File: config.mk
export PLATFORM = sky130hd
export DESIGN_NAME = fall_tick_receiver
export DESIGN_NICKNAME = d
export VERILOG_FILES = /design/src/rtl/fall_tick_receiver.sv
export SDC_FILE = /design/constraint.sdc
export NUM_CORES = 1
export LEC_CHECK = 0
export ABC_AREA = 0
export ABC_CLOCK_PERIOD_IN_PS = 8800
export BUFFER_PORTS_ARGS = -buffer_cell sky130_fd_sc_hd__buf_2
export CORE_ASPECT_RATIO = 0.9
export CORE_UTILIZATION = 30
export CTS_CLUSTER_SIZE = 12
export DETAILED_ROUTE_END_ITERATION = 6
export GPL_TIMING_DRIVEN = 1
export SKIP_LAST_GASP = 1
export SYNTH_ARGS = -nofsm -noshare
export SYNTH_HDL_FRONTEND = slang
export SYNTH_SLANG_ARGS = --single-unit
File: constraint.sdc
create_clock -name frame_clk_in -period 8.8 [get_ports frame_clk_in]
set_input_delay 0.44 -clock frame_clk_in [delete_from_list [all_inputs] [get_ports frame_clk_in]]
set_output_delay 0.44 -clock frame_clk_in [all_outputs]
set_load 0.1 [all_outputs]
File: src/rtl/fall_tick_receiver.sv
// -----------------------------------------------------------------------------
// fall_tick_receiver
//
// Gravity-side consumer of the frame pulse train. Edge-detects frame_tick,
// divides the ticks down to piece-drop requests (request/acknowledge with the
// piece-motion FSM), accumulates cleared lines into a level and converts the
// level into the Fall_Count speed value fed back to the frame clock generator.
//
// Optional feature macro: FALL_OVERRUN_EN
//   defined   - Overrun is a sticky flag raised when a drop comes due while a
//               request is still pending and not acknowledged in that cycle.
//   undefined - Overrun is tied low; missed drops are silently discarded.
// -----------------------------------------------------------------------------
module fall_tick_receiver #(
    parameter int unsigned TICKS_PER_DROP = 4,   // 1..15 frame pulses per drop
    parameter int unsigned FALL_STEP      = 5,   // Fall_Count increment per level
    parameter int unsigned LEVEL_MAX      = 15   // Level saturation value
) (
    input  logic       frame_clk_in,
    input  logic       Reset,
    input  logic       frame_tick,
    input  logic       Enable,
    input  logic       Soft_Drop,
    input  logic       Clear_Valid,
    input  logic [2:0] Lines_Cleared,
    input  logic       Drop_Ack,
    output logic       Drop_Req,
    output logic [6:0] Fall_Count,
    output logic [3:0] Level,
    output logic       Overrun
);

    // -------------------------------------------------------------------------
    // Constants
    // -------------------------------------------------------------------------
    localparam logic [3:0] DIV_NORMAL    = TICKS_PER_DROP[3:0];
    localparam logic [3:0] LEVEL_MAX_L   = LEVEL_MAX[3:0];
    localparam logic [3:0] LINES_PER_LVL = 4'd10;
    localparam logic [2:0] LINES_CAP     = 3'd4;
    localparam logic [31:0] SPEED_CAP    = 32'd127;

    typedef enum logic [1:0] {
        ST_IDLE  = 2'd0,
        ST_COUNT = 2'd1,
        ST_REQ   = 2'd2
    } state_t;

    // -------------------------------------------------------------------------
    // State registers and their next-state values
    // -------------------------------------------------------------------------
    logic       tick_q,         tick_d;
    state_t     state_q,        state_d;
    logic [3:0] tick_cnt_q,     tick_cnt_d;
    logic [3:0] lines_in_lvl_q, lines_in_lvl_d;
    logic [3:0] level_q,        level_d;
    logic [6:0] fall_count_q,   fall_count_d;
    logic       overrun_q,      overrun_d;

    // Intermediate combinational values
    logic       tick;
    logic [3:0] div;
    logic [4:0] cnt_inc;
    logic       drop_due;
    logic [3:0] cnt_after_tick;
    logic [2:0] lines_eff;
    logic [3:0] lines_sum;
    logic [31:0] speed_raw;

    // -------------------------------------------------------------------------
    // Rising-edge detect on the frame pulse train. The previous-sample flop
    // resets to 1 because the generator output is high right after reset;
    // this keeps the first cycle out of reset from looking like a tick.
    // -------------------------------------------------------------------------
    always_comb begin
        tick   = frame_tick & ~tick_q;
        tick_d = frame_tick;
    end

    // -------------------------------------------------------------------------
    // Drop divider: decide whether this tick completes a drop interval and
    // what the tick counter becomes if a tick is counted this cycle.
    // -------------------------------------------------------------------------
    // NOTE: every signal assigned in an always_comb gets a default at the top
    // of the block, so no path leaves it unassigned and no latch is inferred.
    always_comb begin
        div            = Soft_Drop ? 4'd1 : DIV_NORMAL;
        cnt_inc        = {1'b0, tick_cnt_q} + 5'd1;
        drop_due       = 1'b0;
        cnt_after_tick = tick_cnt_q;
        if (tick) begin
            // Compare at 5 bits so a counter of 15 cannot wrap to 0.
            if (cnt_inc >= {1'b0, div}) begin
                drop_due       = 1'b1;
                cnt_after_tick = 4'd0;
            end else begin
                cnt_after_tick = cnt_inc[3:0];
            end
        end
    end

    // -------------------------------------------------------------------------
    // Drop FSM next-state logic: IDLE while disabled, COUNT between drops,
    // REQ while a drop request waits for the piece FSM.
    // -------------------------------------------------------------------------
    always_comb begin
        state_d    = state_q;
        tick_cnt_d = tick_cnt_q;
        if (!Enable) begin
            // Disabling abandons any pending request immediately.
            state_d    = ST_IDLE;
            tick_cnt_d = 4'd0;
        end else begin
            unique case (state_q)
                ST_IDLE: begin
                    tick_cnt_d = 4'd0;
                    state_d    = ST_COUNT;
                end
                ST_COUNT: begin
                    tick_cnt_d = cnt_after_tick;
                    if (drop_due) begin
                        state_d = ST_REQ;
                    end
                end
                ST_REQ: begin
                    // Ticks keep being counted while the request is pending.
                    tick_cnt_d = cnt_after_tick;
                    if (Drop_Ack && !drop_due) begin
                        state_d = ST_COUNT;
                    end
                    // Ack plus a fresh due drop re-arms the request; a due
                    // drop without ack is discarded. Both stay in REQ.
                end
                default: begin
                    state_d    = ST_IDLE;
                    tick_cnt_d = 4'd0;
                end
            endcase
        end
    end

    // -------------------------------------------------------------------------
    // Overrun flag: sticky record of a drop lost while a request was pending.
    // -------------------------------------------------------------------------
    always_comb begin
`ifdef FALL_OVERRUN_EN
        overrun_d = overrun_q;
        if (!Enable) begin
            overrun_d = 1'b0;
        end else if ((state_q == ST_REQ) && drop_due && !Drop_Ack) begin
            overrun_d = 1'b1;
        end
`else
        overrun_d = 1'b0;
`endif
    end

    // -------------------------------------------------------------------------
    // Line accounting and level: every ten cleared lines raise the level by
    // one (saturating), the remainder carries over even at the top level.
    // Clear events are counted whether or not the game is enabled.
    // -------------------------------------------------------------------------
    always_comb begin
        lines_eff      = (Lines_Cleared > LINES_CAP) ? LINES_CAP : Lines_Cleared;
        lines_sum      = lines_in_lvl_q + {1'b0, lines_eff};
        lines_in_lvl_d = lines_in_lvl_q;
        level_d        = level_q;
        if (Clear_Valid) begin
            if (lines_sum >= LINES_PER_LVL) begin
                lines_in_lvl_d = lines_sum - LINES_PER_LVL;
                if (level_q < LEVEL_MAX_L) begin
                    level_d = level_q + 4'd1;
                end
            end else begin
                lines_in_lvl_d = lines_sum;
            end
        end
    end

    // -------------------------------------------------------------------------
    // Speed value: derived from the next level so Fall_Count and Level change
    // on the same edge.
    // -------------------------------------------------------------------------
    always_comb begin
        speed_raw    = 32'(level_d) * FALL_STEP;
        fall_count_d = (speed_raw > SPEED_CAP) ? 7'd127 : speed_raw[6:0];
    end

    // -------------------------------------------------------------------------
    // State register with synchronous, active-high reset.
    // -------------------------------------------------------------------------
    // NOTE: sequential state uses non-blocking assignments so every flop
    // samples the pre-edge values, independent of statement order.
    always_ff @(posedge frame_clk_in) begin
        if (Reset) begin
            tick_q         <= 1'b1;
            state_q        <= ST_IDLE;
            tick_cnt_q     <= 4'd0;
            lines_in_lvl_q <= 4'd0;
            level_q        <= 4'd0;
            fall_count_q   <= 7'd0;
            overrun_q      <= 1'b0;
        end else begin
            tick_q         <= tick_d;
            state_q        <= state_d;
            tick_cnt_q     <= tick_cnt_d;
            lines_in_lvl_q <= lines_in_lvl_d;
            level_q        <= level_d;
            fall_count_q   <= fall_count_d;
            overrun_q      <= overrun_d;
        end
    end

    // -------------------------------------------------------------------------
    // Outputs: all straight from flops.
    // -------------------------------------------------------------------------
    always_comb begin
        Drop_Req   = (state_q == ST_REQ);
        Fall_Count = fall_count_q;
        Level      = level_q;
        Overrun    = overrun_q;
    end

endmodule

Word-level counts from Yosys, hierarchy flattened --
Index checks and enable logic that the tools add are counted.
Operators by class: add/subtract/negate cells 4, $mul 1, order comparisons 4, eq/ne operators 4, muxes and demuxes 12, bitwise operators 4, reduce and logical (&&, ||, !) cells 7
Operators with widths (count):
- 4-bit two-way mux | 5
- 4-bit by 3-bit multiplier with 7-bit output (second input constant) | 1
- 3-bit two-way mux | 2
- 2-bit one-hot mux with 3 select lines | 1
- 4-bit by 1-bit adder with 5-bit output (second input constant) | 1
- 5-bit by 3-bit >= comparator with 1-bit output | 1
- 4-bit by 1-bit adder with 4-bit output (second input constant) | 1
- 4-bit by 3-bit adder with 4-bit output | 1
- 4-bit >= comparator (second input constant) | 1
- 4-bit less-than comparator (second input constant) | 1
- 2-bit two-way mux | 2
- 2-bit OR reduction | 2
- 4-bit subtractor (second input constant) | 1
- 3-bit greater-than comparator (second input constant) | 1
- 1-bit inverter | 3
- 3-bit OR reduction | 1
- 2-bit by 1-bit equality test with 1-bit output (second input constant) | 1
- 2-bit equality test (second input constant) | 1
- 2-bit zero test | 1
- 1-bit two-way mux | 2
- 2-bit by 1-bit inequality test with 1-bit output (second input constant) | 1
- 2-bit inequality test (second input constant) | 1
- 2-bit AND reduction | 1
- 1-bit bitwise AND | 1
- 2 further kinds | 2
Storage, ports and cells: register bits after elaboration 22, bits of input ports 10, output and inout bits 13, word-level logic and storage cells 42

Longest topological paths before layout --
Gate-level depths: netlist of the first run.
word-level depth 8, depth in mapped cells 15, depth with buffers taken out 15

Worst setup path after synthesis of the first run --
No wires, ideal clock.
path kind input to register, from in Lines_Cleared[0], to reg fall_count_q[5], in the netlist Fall_Count[5], library setup time 0.121 ns, arrival time 3.350 ns, data required time 8.679 ns, slack 5.328 ns, stages on the path 14, cells stage by stage nor2b_1 > ha_1 > inv_1 > fa_1 > xnor2_1 > o21ai_1 > nor4_4 > mux2_2 > ha_1 > ha_1 > inv_1 > fa_1 > nor2b_1 > mux2_4
On the way: word-level cells in the longest chain between the ends 7
Ends and longest elaborated chain:
- start, declared | line 25 | input logic [2:0] Lines_Cleared,
- 3-bit greater-than comparator | line 163 | lines_eff = (Lines_Cleared > LINES_CAP) ? LINES_CAP : Lines_Cleared;
- 3-bit two-way mux * | line 163
- 4-bit by 3-bit adder with 4-bit output * | line 164 | lines_sum = lines_in_lvl_q + {1'b0, lines_eff};
- 4-bit >= comparator * | line 168 | if (lines_sum >= LINES_PER_LVL) begin
- 4-bit two-way mux * | line 168
- 4-bit two-way mux * | line 167 | if (Clear_Valid) begin
- 4-bit by 3-bit multiplier with 7-bit output * | line 184 | speed_raw = 32'(level_d) * FALL_STEP;
- end signal, assigned | line 208 | fall_count_q <= fall_count_d;
- end, declared | line 56 | logic [6:0] fall_count_q, fall_count_d;
Mark *: on every way between the ends. The rest lies on a longest branch, timed or not. A chain may end at the register's enable or synchronous reset.

Final worst setup path of the first run --
from in Lines_Cleared[2], to reg fall_count_q[5], in the netlist Fall_Count[5]
The elaborated chain is that of the path after synthesis.

==> metrics.md, run 1 <==
| Metric | Value |
|---|---|
| Status | completed |
| Max FO, Critical Path | 4 |
| Maxcap violations | 0 |
| Die area | 4590 sq um |
| Count of nets after finishing | 188 |
| Final Max Tran Viols | 0 |
| Placed cells | 202 |
| Critical path type | in -> reg |
| DRT antenna net count | 0 |
| Worst VDD drop | 89.1 uV |
| Top cell type's share of synthesized area | 30.9% |
| Sequential-to-total area share from yosys stat | 30.9% |
| Most common cell after layout, fill and taps aside | buf_2 |
| Drt total wl | 2100 microns |
| Longest Clk Path Bufs | 2 |
| Post-Layout Cell Count | 206 |
| Dpl hpwl | 1640 microns |
| Synthesized area | 1300 sq um |
| First-pass GRT wire length | 3780 microns |
| Fmax | 286 MHz |
| Hold Path Class | in -> reg |
| Gr ovfl total | 0 |
| Crit path DAT | 3640 ps |
| Clk_skew | 1.14 ps |
| Drt initial violations | 9 |
| Dominant cells by area after synthesis | dfxtp_1, ha_1, mux2i_1 |
| Sequential Area | 400 sq um |
| Vias per Instance | 4.40 |
| # fillers | 419 |
| Worst hold margin | 379 ps |
| Crit end category | flip-flop |
| Mapped Nets | 169 |
| Rows | 22 |
| Pin count of the biggest net entering global routing | 18 |
| # hold bufs at CTS | 0 |
| Drt pass-1 iters | 4 |
| CP required | 8950 ps |
| Ys async rst share | 0% |
| H-tree depth | 1 |
| Io pins | 23 |
| Antenna cells | 0 |
| RSZ-0062 raised after global routing | false |
| Port Buffers | 21 |
| Global-route usage over all layers | 10.1% |
| Core Area | 4100 sq um |
| EDFF count, synth | 0 |
| Lkg Pwr | 0.718 nW |
| Leading area contributor after synthesis | dfxtp_1 |
| Vias in the first global route | 881 |
| GPL Wtd Cong | 0.717 |
| Syn. warnings | 0 |
| Final Hold Fails | 0 |
| CTS Root Cell | clkbuf_8 |
| CTS tree | yes |
| Layout cell share with drive strength beyond 1 | 22.2% |
| Pwr per Cell Area | 155 nW/um^2 |
| Setup TNS | 0 ps |
| Startpoint types | input pin |
| Vias | 906 |
| Synth cell types | 42 |
| Post-CTS setup repair buffer count | 0 |
| WL per Instance | 10.2 microns |
| Initial antenna violation count | 0 |
| Min cycle time layout | 3490 ps |
| Final setup fails | 0 |
| Die Ht | 64.4 microns |
| Syn avg cell area | 9.27 sq um |
| Clock transition at path regs | 70 ps |
| Starting density of the core | 31.6% |
| Tcrit/Tclk final | 39.7% |
| Synth Flop Type | dfxtp_1 |
| Cts repair resizes | 0 |
| Layout area overhead | 15.2% |
| Detailed-route DRC error count | 0 |
| Clock Latency Late Sink | 250 ps |
| CTS buffer count | 3 |
| Area of the multi-input gates | 806 sq um |
| Flops & latches, synth | 20 |
| Clock sinks | 20 |
| Die X | 71.3 microns |
| Most frequent cells in the layout | buf_2, dfxtp_1, ha_1 |
| Synth Instances | 140 |
-- final timing paths --
path                           from             to  slack (ps)  cells past startpoint
setup / recovery   Lines_Cleared[2]  Fall_Count[5]        5310                     15
hold / removal           frame_tick         tick_q         380                      2
setup reg to reg  lines_in_lvl_q[0]  Fall_Count[5]        5400                     13
hold reg to reg       tick_cnt_q[3]  tick_cnt_q[3]         460                      2
-- critical path: stages --
cell and delay [ps]:
buf_2 110, nor2b_1 120, ha_1 180, inv_1 60, fa_1 370, xnor2_1 280
o21ai_1 160, nor4_4 280, mux2_2 390, ha_1 280, ha_1 150, inv_1 50
fa_1 360, nor2b_1 140, mux2_4 260
-- kinds of logic (layout without fill, tap and decap cells) --
logic type / after synthesis / count (layout) / synth area share [%]
DFF: 20 / 20 / 30.9
AOI/OAI and AO/OA: 14 / 14 / 8.58
buffers and inverters: 21 / 39 / 7.04
and+or+nand+nor: 50 / 50 / 22.2
xor gates and xnor gates: 5 / 5 / 3.38
muxes: 10 / 10 / 8.20
adders and majority gates: 19 / 19 / 19.5
other: 1 / 1 / 0.289
-- state kept, by name, indices dropped and copies added, names as in the netlist --
| name | count |
|---|---|
| tick_cnt_q | 4 |
| tick_q | 1 |
| state_q | 2 |
| Fall_Count | 5 |
| Level | 4 |
| lines_in_lvl_q | 4 |
-- metal layers --
metal	global-route usage (%)	vias to the layer above	wire length, microns
li1	-	493	-
met1	14.7	397	1170
met2	15.2	16	848
met3	1.89	0	80
met4	2.25	0	0
met5	0	-	0
-- through the flow --
| step | utilization, % | power (mW) | worst slack, ps | cell area (sq um) |
|---|---|---|---|---|
| finish | 36.5 | 0.232 | 5310 | 1500 |
| global route | 36.5 | 0.244 | 5100 | 1500 |
| CTS | 36.5 | 0.235 | 5310 | 1500 |
| detailed placement | 34.7 | 0.144 | 5060 | 1420 |
| global placement | 34.7 | 0.144 | 5130 | 1420 |
| floorplan | - | 0.136 | 5330 | 1300 |
-- final cells by class --
| class | instances | share of cell area [%] |
|---|---|---|
| timing repair buffer | 21 | 7.03 |
| clock buffer | 3 | 2.76 |
| sequential | 20 | 26.8 |
| multi-input combinational | 99 | 53.9 |
| tap | 48 | 4.02 |
| inverter | 14 | 3.51 |
| clock inverter | 1 | 2.01 |
-- where the power goes --
group          switching, mW  internal (mW)
logic                 0.0295         0.0156
registers            0.00235         0.0936
clock network         0.0298         0.0606
-- synth_stat cells, types with 2 or more instances --
| master | count |
|---|---|
| xor2_1 | 3 |
| o21ai_1 | 2 |
| ha_1 | 17 |
| mux2i_1 | 8 |
| nor2_1 | 15 |
| inv_1 | 13 |
| nand3_1 | 3 |
| nand2b_1 | 5 |
| dfxtp_1 | 20 |
| clkbuf_1 | 3 |
| nand2_1 | 7 |
| buf_4 | 3 |
| a21oi_1 | 2 |
| xnor2_1 | 2 |
| nor2b_1 | 9 |
| fa_1 | 2 |
(Power assumes the default switching activity.)
==> inputs of run 2 (changes only) <==
--- a/config.mk
+++ b/config.mk
@@ -6,7 +6,7 @@
 export NUM_CORES = 1
 export LEC_CHECK = 0
 export ABC_AREA = 0
-export ABC_CLOCK_PERIOD_IN_PS = 8800
+export ABC_CLOCK_PERIOD_IN_PS = 3050
 export BUFFER_PORTS_ARGS = -buffer_cell sky130_fd_sc_hd__buf_2
 export CORE_ASPECT_RATIO = 0.9
 export CORE_UTILIZATION = 30
==> constraint.sdc (replaced) <==
create_clock -name frame_clk_in -period 3.05 [get_ports frame_clk_in]
set_input_delay 0.1525 -clock frame_clk_in [delete_from_list [all_inputs] [get_ports frame_clk_in]]
set_output_delay 0.1525 -clock frame_clk_in [all_outputs]
set_load 0.1 [all_outputs]
==> run 2 against run 1 <==
  * The run now ends with design-rule violations left
  * Non-clock buffer count increased by 13
  * Critical path depth decreased by 2
  * Clock-buffer cell count increased by 1
  * Flip-flop and latch count unchanged
  * Clock skew increased by 0.77 ps
  * Critical path type is now reg -> reg
  * Largest cell class unchanged
  * Highest routed layer is now met4
==> metrics.md, run 2 (same netlist as run 1, synthesis figures left out) <==
| Metric | Value |
|---|---|
| Die Ht | 64.4 microns |
| RSZ-0062 raised after global routing | true |
| Final Util | 40.8% |
| Final Hold Fails | 0 |
| Maxcap violations | 0 |
| Met2 wire length | 997 microns |
| Max reg flops | 5 |
| CTS buffer count | 3 |
| Starting density of the core | 31.6% |
| Max FO, Critical Path | 3 |
| Status | finished with violations |
| Die area | 4590 sq um |
| Startpoint types | flip-flop |
| Gr ovfl total | 0 |
| First-pass GRT wire length | 4000 microns |
| WL per Instance | 10.3 microns |
| Hold Path Class | in -> reg |
| CP required | 3200 ps |
| Worst slew margin | 66.8% |
| Clock transition at path regs | 70 ps |
| Longest Clk Path Bufs | 2 |
| Worst Hold Path Cells | 2 |
| Reg2Reg Depth | 13 |
| R2r startpoint | lines_in_lvl_q[0] |
| Pre-CTS setup slack | -153 ps |
| Drt initial violations | 31 |
| Drt pass-1 iters | 5 |
| Lkg Pwr | 0.776 nW |
| Setup ws final | 36.4 ps |
| Routed wl met3 | 69 microns |
| Fmax | 332 MHz |
| Die X | 71.3 microns |
| Clock sinks | 20 |
| Reg-to-reg endpoint | Fall_Count[5] |
| Least-Margin Pin Slew | 497 ps |
| DRT antenna net count | 0 |
| Final setup fails | 0 |
| Min cycle time layout | 3010 ps |
| Core Area | 4100 sq um |
| Vias in the first global route | 936 |
| Rows | 22 |
| Critical path type | reg -> reg |
| Detailed-route DRC error count | 1 |
| CTS Root Cell | clkbuf_8 |
| Most frequent cells in the layout | buf_2, dfxtp_1, nor2_1 |
| Post-Layout Cell Count | 219 |
| Drt total wl | 2260 microns |
| Placed cells | 213 |
| CTS tree | yes |
| Pin count of the biggest net entering global routing | 18 |
| Tcrit/Tclk final | 98.8% |
| Failing checks | design-rule violations |
| Most common cell after layout, fill and taps aside | buf_2 |
| Crit end category | flip-flop |
| GPL Wtd Cong | 0.741 |
| Layout cell share with drive strength beyond 1 | 37.4% |
| Vias per Instance | 4.49 |
| Clock Latency Late Sink | 260 ps |
| Initial antenna violation count | 0 |
| HP Start | frame_tick |
| Crit path DAT | 3170 ps |
| Setup slack, reg-to-reg | 40 ps |
| Port Buffers | 21 |
| Count of nets after finishing | 201 |
| Worst VDD drop | 214 uV |
| H-tree depth | 1 |
| Worst Hold End | tick_q |
| Vias | 983 |
| Layout area overhead | 29.0% |
| Io pins | 23 |
| Pwr per Cell Area | 390 nW/um^2 |
| Clk_skew | 1.92 ps |
| Top layer used by detailed routing | met4 |
| Final Max Tran Viols | 0 |
| Met1 Wirelength | 1180 microns |
| Global-route usage over all layers | 10.9% |
| Antenna cells | 0 |
| Dpl hpwl | 1710 microns |
| Final Power | 0.653 mW |
[run 2: cell count changes in the layout (fill, tap and decap cells not counted), moves of 2 or more]
cell,previous run,this run
buf_4,0,13
dfxtp_1,20,16
dfxtp_2,0,4
fa_1,2,0
fa_2,0,2
ha_1,17,13
ha_4,0,3
inv_1,13,11
inv_2,1,3
[run 2: power breakdown]
group          switching [mW]  internal (mW)  total, mW
Clock                  0.0897          0.115      0.205
Sequential            0.00806          0.271      0.279
Combinational          0.0988         0.0711      0.170
Total                   0.196          0.457      0.653
[run 2: metrics by stage]
stage / instance area, sq um / hold WS, ps / TNS [ps]
floorplan: 1320 / 259 / 0
global placement: 1530 / 375 / -107
detailed placement: 1530 / 378 / -153
CTS: 1660 / 106 / -53.9
global route: 1670 / 94.4 / -86.0
finish: 1670 / 104 / 0
[run 2: area by class of cell]
cell class | count | area (sq um)
Timing Repair Buffer | 34 | 203
Inverter | 14 | 52.6
Sequential cell | 20 | 405
Multi-Input combinational cell | 99 | 898
Tap cell | 48 | 60.1
Clock buffer | 4 | 55.1
Fill cell | 415 | 2430
[run 2: how the worst max path moves through the flow]
stage	from	cells after the start	endpoint	slack [ps]
after global routing	lines_in_lvl_q[0]	14	Fall_Count[5]	-90
after floorplan	lines_in_lvl_q[0]	13	Fall_Count[5]	30
after CTS	lines_in_lvl_q[0]	13	Fall_Count[5]	-50
final	lines_in_lvl_q[0]	13	Fall_Count[5]	40
after detailed placement	Lines_Cleared[2]	15	Fall_Count[5]	-150
after global placement	Lines_Cleared[2]	15	Fall_Count[5]	-110
[run 2: critical path: stages (launching register included)]
cell and delay (ps):
dfxtp_2 360, ha_4 140, inv_2 30, fa_2 370
xnor2_4 230, o21ai_4 90, nor4_4 190, mux2_4 350
ha_4 270, ha_4 120, inv_1 40, fa_2 330
nor2b_1 130, mux2_4 260
[run 2: per-layer routing]
layer / vias to the layer above / GRT usage [%]
met5: - / 0
met3: 2 / 2.84
met1: 444 / 14.6
li1: 522 / -
met4: 0 / 2.25
met2: 15 / 17.4
[run 2: repair_timing]
action,4_1_cts,5_1_grt
resized for setup,11,2
endpoints found under the setup margin,1,2
buffers inserted,2,0
pin swaps,6,4
hold buffers,0,0
==> inputs of run 3 (changes only) <==
--- a/config.mk
+++ b/config.mk
@@ -13,6 +13,7 @@
 export CTS_CLUSTER_SIZE = 12
 export DETAILED_ROUTE_END_ITERATION = 6
 export GPL_TIMING_DRIVEN = 1
+export REMOVE_ABC_BUFFERS = 1
 export SKIP_LAST_GASP = 1
 export SYNTH_ARGS = -nofsm -noshare
 export SYNTH_HDL_FRONTEND = slang
==> run 3 against run 2 <==
  * The run ends with design-rule violations, negative setup slack left
  * Clock skew shrank 0.58 ps
  * Routed wire length grew 4.2%
  * Combinational power is essentially flat
  * Critical path type unchanged
  * Power grew 8.7%
  * Flip-flop and latch count is the same
  * Register-to-register slack lost 100 ps
==> metrics.md, run 3 (same netlist as run 1, synthesis figures left out) <==
| Metric | Value |
|---|---|
| Status | finished with violations |
| Failing checks | design-rule violations, negative setup slack |
| Detailed-route DRC error count | 1 |
| Final Power | 0.710 mW |
| Clk_skew | 1.33 ps |
| HP Start | frame_tick |
| Reg2Reg Depth | 14 |
| Gr ovfl total | 0 |
| Placed cells | 214 |
| Crit-path cells | ha_4 -> inv_2 -> fa_2 -> xnor2_2 -> buf_4 -> o21ai_4 -> nor4_4 -> mux2_4 -> ha_4 -> ha_4 -> inv_2 -> fa_2 -> nor2b_1 -> mux2_4 |
| Vias per Instance | 4.43 |
| DRT antenna net count | 0 |
| Final setup fails | 1 |
| Die area | 4590 sq um |
| Critical path type | reg -> reg |
| # hold bufs at CTS | 0 |
| Slowest stage delay, CP | 400 ps |
| Pin count of the biggest net entering global routing | 18 |
| R2r startpoint | lines_in_lvl_q[0] |
| Worst Hold Path Cells | 2 |
| Internal Power | 0.518 mW |
| Longest Clk Path Bufs | 2 |
| Initial antenna violation count | 0 |
| Layout cell share with drive strength beyond 1 | 37.7% |
| Clock transition at path regs | 70 ps |
| Vias | 987 |
| Worst slew margin | 66.4% |
| Sw Share | 27.1% |
| Hold Path Class | in -> reg |
| Final instance area | 1710 sq um |
| Drt total wl | 2350 microns |
| Max reg flops | 5 |
| Max FO, Critical Path | 2 |
| Layout area overhead | 32.1% |
| Post-Layout Cell Count | 223 |
| Maxcap violations | 0 |
| Rows | 22 |
| Io pins | 23 |
| Antenna cells | 0 |
| Bufs and invs on worst path | 3 |
| Crit end category | flip-flop |
| Die X | 71.3 microns |
| CP max stage cell | fa_2 |
| CTS tree | yes |
| WL per Instance | 10.5 microns |
| Most common cell after layout, fill and taps aside | buf_2 |
| Seq pwr share | 39.1% |
| Setup slack, reg-to-reg | -70 ps |
| Worst VDD drop | 359 uV |
| Tcrit/Tclk final | 102% |
| Clock Latency Late Sink | 260 ps |
| Clock share of power | 36.6% |
| Comb pwr share | 24.3% |
| Die Ht | 64.4 microns |
| Least-Margin Pin Slew | 503 ps |
| Setup ws final | -68.4 ps |
| Global-route usage over all layers | 11.3% |
| Cell Area, Placed | 1510 sq um |
| Drt initial violations | 25 |
| Switch Pwr | 0.192 mW |
| Most frequent cells in the layout | buf_2, dfxtp_1, buf_4 |
| Reg-to-reg endpoint | Fall_Count[5] |
| Final Max Tran Viols | 0 |
| CTS Root Cell | clkbuf_8 |
| Pwr per Cell Area | 414 nW/um^2 |
| Final Hold Fails | 0 |
| Crit path DAT | 3270 ps |
| Startpoint types | flip-flop |
| Dpl hpwl | 1730 microns |
| Port Buffers | 21 |
| GPL Wtd Cong | 0.693 |
| Count of nets after finishing | 205 |
| Crit-path most repeated cell | ha_4 |
| CP required | 3200 ps |
| Delay-heaviest family, CP | adder cells |
| CTS buffer count | 3 |
| Final Util | 41.8% |
| Core Area | 4100 sq um |
| Fmax | 321 MHz |
| H-tree depth | 1 |
| Clock sinks | 20 |
| Worst Hold End | tick_q |
| Lkg Pwr | 0.801 nW |
| Min cycle time layout | 3120 ps |
| Critical path depth | 14 |
| First-pass GRT wire length | 4030 microns |
| Drt pass-1 iters | 6 |
| Starting density of the core | 31.6% |
| Vias in the first global route | 890 |
| RSZ-0062 raised after global routing | true |
## run 3: changes by cell type in the layout (fill, tap and decap cells not counted)
cell       before  now
buf_4          13   17
bufinv_16       0    1
clkbuf_8        4    3
dfxtp_1        16   19
dfxtp_2         4    1
inv_1          11   10
inv_2           3    4
nor4b_2         1    0
nor4b_4         0    1
xnor2_2         0    1
xnor2_4         1    0
## run 3: routing by layer
| layer | routed length (microns) | GRT usage [%] | part of all wire (%) | vias up |
|---|---|---|---|---|
| met1 | 1240 | 14.8 | 53 | 439 |
| met5 | 0 | 0 | 0 | - |
| met2 | 1000 | 17.4 | 43 | 18 |
| li1 | - | - | - | 528 |
| met3 | 89 | 3.31 | 3.8 | 2 |
| met4 | 22 | 4.50 | 0.94 | 0 |
## run 3: layout make-up
type	count	area, sq um
Fill cell	394	2390
Multi-Input combinational cell	99	896
Sequential cell	20	402
Timing Repair Buffer	38	233
Tap cell	48	60.1
Inverter	14	52.6
Clock buffer	3	41.3
Clock inverter	1	30.0
## run 3: worst reg2reg max path, delay by kind of cell (launching register included)
kind,cells,cell delay (ps)
fa+ha+maj,5,1270
mux,2,610
flops,1,360
simple gates,2,320
buf+inv,3,220
xor+xnor,1,170
compound gates,1,70
## run 3: worst max-delay path by stage
stage,start,to,slack [ps]
floorplan,Level[0],Fall_Count[5],-810
global placement,Lines_Cleared[2],Fall_Count[5],-220
detailed placement,Lines_Cleared[2],Fall_Count[5],-340
CTS,lines_in_lvl_q[0],Fall_Count[5],-70
global route,lines_in_lvl_q[0],Fall_Count[5],-220
finish,lines_in_lvl_q[0],Fall_Count[5],-70
## run 3: through the flow
stage	hold WS (ps)	setup slack, ps	setup TNS (ps)
floorplan	219	-808	-2310
global placement	369	-221	-226
detailed placement	373	-335	-423
CTS	95.3	-69.8	-69.8
global route	95.7	-217	-257
finish	106	-68.4	-68.4
## run 3: power groups by stage
stage	Clock [mW]	Combinational, mW	Sequential (mW)
after CTS	0.274	0.169	0.277
after global placement	0	0.149	0.283
after global routing	0.281	0.191	0.279
after detailed placement	0	0.150	0.283
final	0.260	0.172	0.278
after floorplan	0	0.0816	0.305
## run 3: what timing repair did
item,4_1_cts,5_1_grt
endpoints found under the setup margin,2,2
buffers inserted,3,2
endpoints found under the hold margin,0,0
gates resized for setup,15,4
pin swaps,6,1
